$ cat config.mk
export PLATFORM = sky130hd
export DESIGN_NAME = serial_subtractor
export DESIGN_NICKNAME = d
export VERILOG_FILES = /design/src/rtl/serial_subtractor.sv
export SDC_FILE = /design/constraint.sdc
export NUM_CORES = 1
export LEC_CHECK = 0
export CELL_PAD_IN_SITES_DETAIL_PLACEMENT = 2
export CELL_PAD_IN_SITES_GLOBAL_PLACEMENT = 2
export CORE_MARGIN = 2
export CORE_UTILIZATION = 35
export DETAILED_ROUTE_END_ITERATION = 12
export PLACE_DENSITY_LB_ADDON = 0.1
export SLEW_MARGIN = 20
export SYNTH_ARGS = -nofsm -noshare
export SYNTH_HDL_FRONTEND = slang
export SYNTH_SLANG_ARGS = --single-unit
$ cat constraint.sdc
create_clock -name clk -period 1.45 [get_ports clk]
set_input_delay 0.29 -clock clk [delete_from_list [all_inputs] [get_ports clk]]
set_output_delay 0.29 -clock clk [all_outputs]
set_load 0.1 [all_outputs]
$ cat src/rtl/serial_subtractor.sv
`default_nettype none
// ============================================================================
// Module   : serial_subtractor
// Purpose  : Bit-serial two's-complement subtractor, d = a - b, LSB first.
//            One full-subtractor cell plus a registered borrow; one operand
//            bit is consumed per clock, so an operation takes WIDTH cycles
//            in SHIFT followed by a single DONE cycle.
// Ports    : clk   - rising-edge clock
//            rst   - asynchronous active-high reset
//            start - request, sampled only while busy=0 (IDLE or DONE)
//            a, b  - minuend / subtrahend, captured on an accepted start
//            d     - registered difference (a - b) mod 2^WIDTH
//            bout  - registered final borrow (1 when a < b unsigned)
//            busy  - high while bits are being processed
//            done  - one-cycle pulse while d/bout carry a fresh result
// Revision : 1.0 - initial release
// ============================================================================
module serial_subtractor #(
   parameter int WIDTH = 4
) (
   input  logic             clk,
   input  logic             rst,
   input  logic             start,
   input  logic [WIDTH-1:0] a,
   input  logic [WIDTH-1:0] b,
   output logic [WIDTH-1:0] d,
   output logic             bout,
   output logic             busy,
   output logic             done
);

   localparam int CNT_W = (WIDTH > 1) ? $clog2(WIDTH) : 1;

   typedef enum logic [1:0] {
      S_IDLE  = 2'd0,
      S_SHIFT = 2'd1,
      S_DONE  = 2'd2
   } state_t;

   state_t           r_state;
   state_t           w_state_nxt;

   logic [WIDTH-1:0] r_ra;
   logic [WIDTH-1:0] r_rb;
   logic [WIDTH-1:0] r_rs;
   logic             r_brw;
   logic [CNT_W-1:0] r_cnt;

   logic             w_diff;
   logic             w_brw_nxt;
   logic             w_accept;
   logic             w_last;

   // Full-subtractor cell on the current LSBs.
   assign w_diff    = r_ra[0] ^ r_rb[0] ^ r_brw;
   assign w_brw_nxt = (~r_ra[0] & r_rb[0]) | (~(r_ra[0] ^ r_rb[0]) & r_brw);

   // A start is honoured in DONE as well as IDLE, which gives back-to-back
   // operations with no idle cycle in between.
   assign w_accept  = start && (r_state != S_SHIFT);
   assign w_last    = (r_cnt == CNT_W'(WIDTH - 1));

   assign busy = (r_state == S_SHIFT);
   assign done = (r_state == S_DONE);

   // ------------------------------------------------------------------
   // State register
   // ------------------------------------------------------------------
   always_ff @(posedge clk or posedge rst) begin
      if (rst) begin
         r_state <= S_IDLE;
      end else begin
         r_state <= w_state_nxt;
      end
   end

   // ------------------------------------------------------------------
   // Next-state logic
   // ------------------------------------------------------------------
   always_comb begin
      w_state_nxt = r_state;
      case (r_state)
         S_IDLE: begin
            if (start) begin
               w_state_nxt = S_SHIFT;
            end
         end
         S_SHIFT: begin
            if (w_last) begin
               w_state_nxt = S_DONE;
            end
         end
         S_DONE: begin
            w_state_nxt = start ? S_SHIFT : S_IDLE;
         end
         default: begin
            w_state_nxt = S_IDLE;
         end
      endcase
   end

   // ------------------------------------------------------------------
   // Datapath: operand shifters, result shifter, borrow, bit counter
   // ------------------------------------------------------------------
   always_ff @(posedge clk or posedge rst) begin
      if (rst) begin
         r_ra  <= '0;
         r_rb  <= '0;
         r_rs  <= '0;
         r_brw <= 1'b0;
         r_cnt <= '0;
         d     <= '0;
         bout  <= 1'b0;
      end else if (w_accept) begin
         r_ra  <= a;
         r_rb  <= b;
         r_brw <= 1'b0;
         r_cnt <= '0;
      end else if (r_state == S_SHIFT) begin
         r_ra  <= r_ra >> 1;
         r_rb  <= r_rb >> 1;
         r_rs  <= {w_diff, r_rs[WIDTH-1:1]};
         r_brw <= w_brw_nxt;
         // Hold on the last bit so the counter never wraps within an
         // operation; the next accepted start clears it.
         if (!w_last) begin
            r_cnt <= r_cnt + 1'b1;
         end
         // Publish the result on the transition into DONE, taking the
         // final bit and borrow straight from the cell.
         if (w_last) begin
            d    <= {w_diff, r_rs[WIDTH-1:1]};
            bout <= w_brw_nxt;
         end
      end
   end

endmodule
`default_nettype wire

Word level (Yosys, flattened, before mapping)
Cells that the tools add are included.

operators by class
  multiply operators = 0
  add/subtract/negate cells = 1
  div/mod/pow operators = 0
  bitwise gates (word level) = 8
  equality and inequality tests = 7
  mux-type cells = 13
  reduce and logical (&&, ||, !) cells = 7
  shifts and indexed selects = 0
  magnitude comparators = 0

operators with widths
  kind                 number
  $mux 4               4
  $mux 2               5
  $pmux 2 s3           1
  $reduce_and 2->1     3
  $eq 2x2->1 const B   2
  $ne 2x1->1 const B   2
  $ne 2x2->1 const B   2
  $mux 1               3
  $not 1->1            3
  $reduce_and 3->1     1
  $add 2x1->2 const B  1
  $and 1x1->1          2
  $eq 2x1->1 const B   1
  $logic_not 2->1      1
  $reduce_bool 2->1    1
  $xor 1x1->1          2
  $logic_and 1x1->1    1
  $or 1x1->1           1

storage, ports and cells
  bits in latches = 0
  flip-flop bits (word level) = 22
  memories kept = 0
  output and inout bits = 7
  bits of input ports = 11
  bits in read-only memories = 0
  bits in writable memories = 0

Longest topological paths before layout
  depth in word-level cells = 6
  gate-level depth with buffers = 3
  mapped depth without buffers = 3

Worst setup path after synthesis
Ideal clock, no wire load.

  path kind = flip-flop to output port
  start point = register r_state[0]
  end point = output port done
  slack = -583 ps
  data arrival time = 1743 ps
  required time = 1160 ps
  cell stages (with the launch flop) = 2
  path through = dfrtp_1 > nor2b_1

between the ends
  cells in the longest elaborated chain, start to end = 1

RTL lines
  item                    line  text
  from (decl)             40    state_t r_state;
  from (signal assigned)  73    r_state <= w_state_nxt;
  $eq 2x2->1              64    assign done = (r_state == S_DONE);
  to (decl)               29    output logic done

No other way between the ends.

Final worst setup path
  start point = input port start
  end point = register r_rb[1]

between the ends
  cells in the longest elaborated chain, start to end = 2
  elaborated cells between the ends (all ways) = 3

RTL lines
  item                                         line  text
  from (decl)                                  23    input logic start,
  $logic_and 1x1->1 (*)                        60    assign w_accept = start && (r_state != S_SHIFT);
  $mux 4 or $reduce_bool 2->1 (tied branches)  -
  to (signal assigned)                         121   r_rb <= r_rb >> 1;
  to (decl)                                    44    logic [WIDTH-1:0] r_rb;

Every way passes the cells marked *; elsewhere a longest branch is shown, timed or not.
A chain may end at the register's enable or synchronous reset.

==> run metrics <==
status=finished, final reports clean; PnR worst setup slack=0.0337 ns; Top-Level Pins=18; clk_lat worst skew=0.30 ns; met3 GRT Util=4.31%; Clk pin slew, worst setup/hold paths=0.12 ns; clk buf depth=2; DP HPWL=1450 microns; row count=19; Initial Util=36.2%; largest net degree at the start of global routing=22; Synth area leader=dfrtp_1; Final Cycle Share=97.7%; RD Place Congestion=0.632; commonest non-fill, non-tap cell in the layout=dfrtp_1; largest cells by area after synthesis=dfrtp_1 (54%), mux2_4 (12%), mux2_2 (9.2%); highest clock rate=706 MHz; Sink Count=21; crit path max fanout=6; Post-Route WL=1980 microns; Clk Tree Root Cell=clkbuf_4; number of global-route vias before repair=696; commonest cells after routing, fill and taps aside=dfrtp_1 (20), clkdlybuf4s50_1 (10), buf_4 (9); Cells after Synth=68; Worst R2R End=d[3]$_DFFE_PP0P_; final net count=110; final setup fails=0; Seq/Total Area, Yosys=53.5%; CP endpoint kind=flop; Tot GR Track Use=15.0%; relative slew slack=81.3%; GR Overflow Total=0; Worst EP required=1.65 ns; Final Max Tran Viols=0; antenna-violating nets left=0; core area=2710 sq um; max_cap viols=0; cts hold-fix bufs=0; final hold viol count=0; TritonRoute pass-1 iters=2; RSZ-0062 raised after global routing=yes; Vias/cell=4.69; minimum clock period=1.42 ns; WS Path Type=input port to flop; pre-CTS WS=-0.296 ns; R2R Path Start=r_cnt[0]$_DFFE_PP0P_; Starting DRT DRC Count=17; Die Span X=57.0 microns; initial antenna violation count=0; flops & latches, synth=21; met2 Usage GRT=25.8%; # port buffers=17; Hold Crit Class=input port to async pin; CTS tree=done; Critical Path Start Type=input port; Synth top area share=53.5%; layer with the highest usage=met2; layout cells sized above 1=41.7%; Routed WL per cell=15.6 microns; syn avg cell area=14.4 sq um; CTS H-tree depth=1; syn_nets=81; Netlist cell types=17; vias=595; area of the die=3250 sq um; met1 Resource Use GR=17.6%; crit path DAT=1.61 ns; Antenna Cells=0; DR DRC count=0; skew final=0.00394 ns; synth warn=0; Worst-Margin Slew=0.281 ns; Die H=57.0 microns; total CTS buffers=3; R2R depth=3; R2R setup slack=0.12 ns; first-pass GRT wire length=3580 microns; Mapped Area=982 sq um; area grow syn2layout=38.0%
==> registers in the layout, summed over array words and instances, names as in the netlist <==
name and count:
r_cnt 2, bout 1, r_state 2, r_brw 1
r_rb 4, r_rs 3, r_ra 4, d 4
==> routing by layer <==
layer | up-vias | routed length (microns)
li1 | 281 | -
met1 | 304 | 847
met2 | 8 | 1030
met3 | 2 | 78
met4 | 0 | 21
met5 | - | 0
==> cell usage after synthesis (all sizes together) <==
cell    number
dfrtp       21
mux2        19
inv          7
mux2i        7
nand2b       4
buf          2
nor2         2
fa           1
ha           1
nand3b       1
nor2b        1
o22ai        1
xor2         1
==> cell families after synthesis <==
logic type               Yosys count  share of synthesized area, %
XOR/XNOR                           1                         0.892
buffers and inverters              9                          4.59
adder cells (fa/ha/maj)            2                          3.31
flip-flops                        21                          53.5
multiplexers                      26                          32.0
AND/OR/NAND/NOR                    8                          5.10
AO/OA/AOI/OAI                      1                         0.637
==> layout make-up <==
class,count,area [sq um]
repair buffers,26,308
inverters,7,28.8
well taps,31,38.8
fillers,273,1360
flip-flops and latches,21,527
clock buffers,4,26.3
multi-input cells,38,427
==> stage by stage <==
step	instances	hold WS, ns	utilization [%]	cell area (sq um)	setup TNS (ns)
6_report	127	0.314	50.0	1360	0
3_5_place_dp	120	0.475	47.8	1290	-1.53
2_1_floorplan	68	0.267	-	990	0
3_3_place_gp	120	0.468	47.8	1290	-1.37
4_1_cts	125	0.324	49.4	1340	0
5_1_grt	127	0.330	50.0	1360	-0.00585
==> critical path: stages <==
cell and delay (ns):
clkdlybuf4s50_1 0.56, buf_4 0.20, mux2_4 0.31, mux2_4 0.25
==> repair_timing <==
action / 4_1_cts / 5_1_grt
gates resized for setup: 3 / 0
buffers inserted: 1 / 2
endpoints found under the setup margin: 1 / 2
==> worst max path at each step <==
stage	from	to	cells after the start
after global routing	r_state[1]$_DFFE_PP0P_	busy	3
after detailed placement	start	r_rb[0]$_DFFE_PP0P_	4
after CTS	r_state[0]$_DFFE_PP0P_	done	2
after global placement	start	r_rb[1]$_DFFE_PP0P_	4
after floorplan	r_state[1]$_DFFE_PP0P_	r_rs[1]$_DFFE_PP0P_	3
final	start	r_rb[1]$_DFFE_PP0P_	4
Power is left out: the tool's default activity adds up to more than one toggle a clock period on the data nets, which glitch-free logic cannot reach.
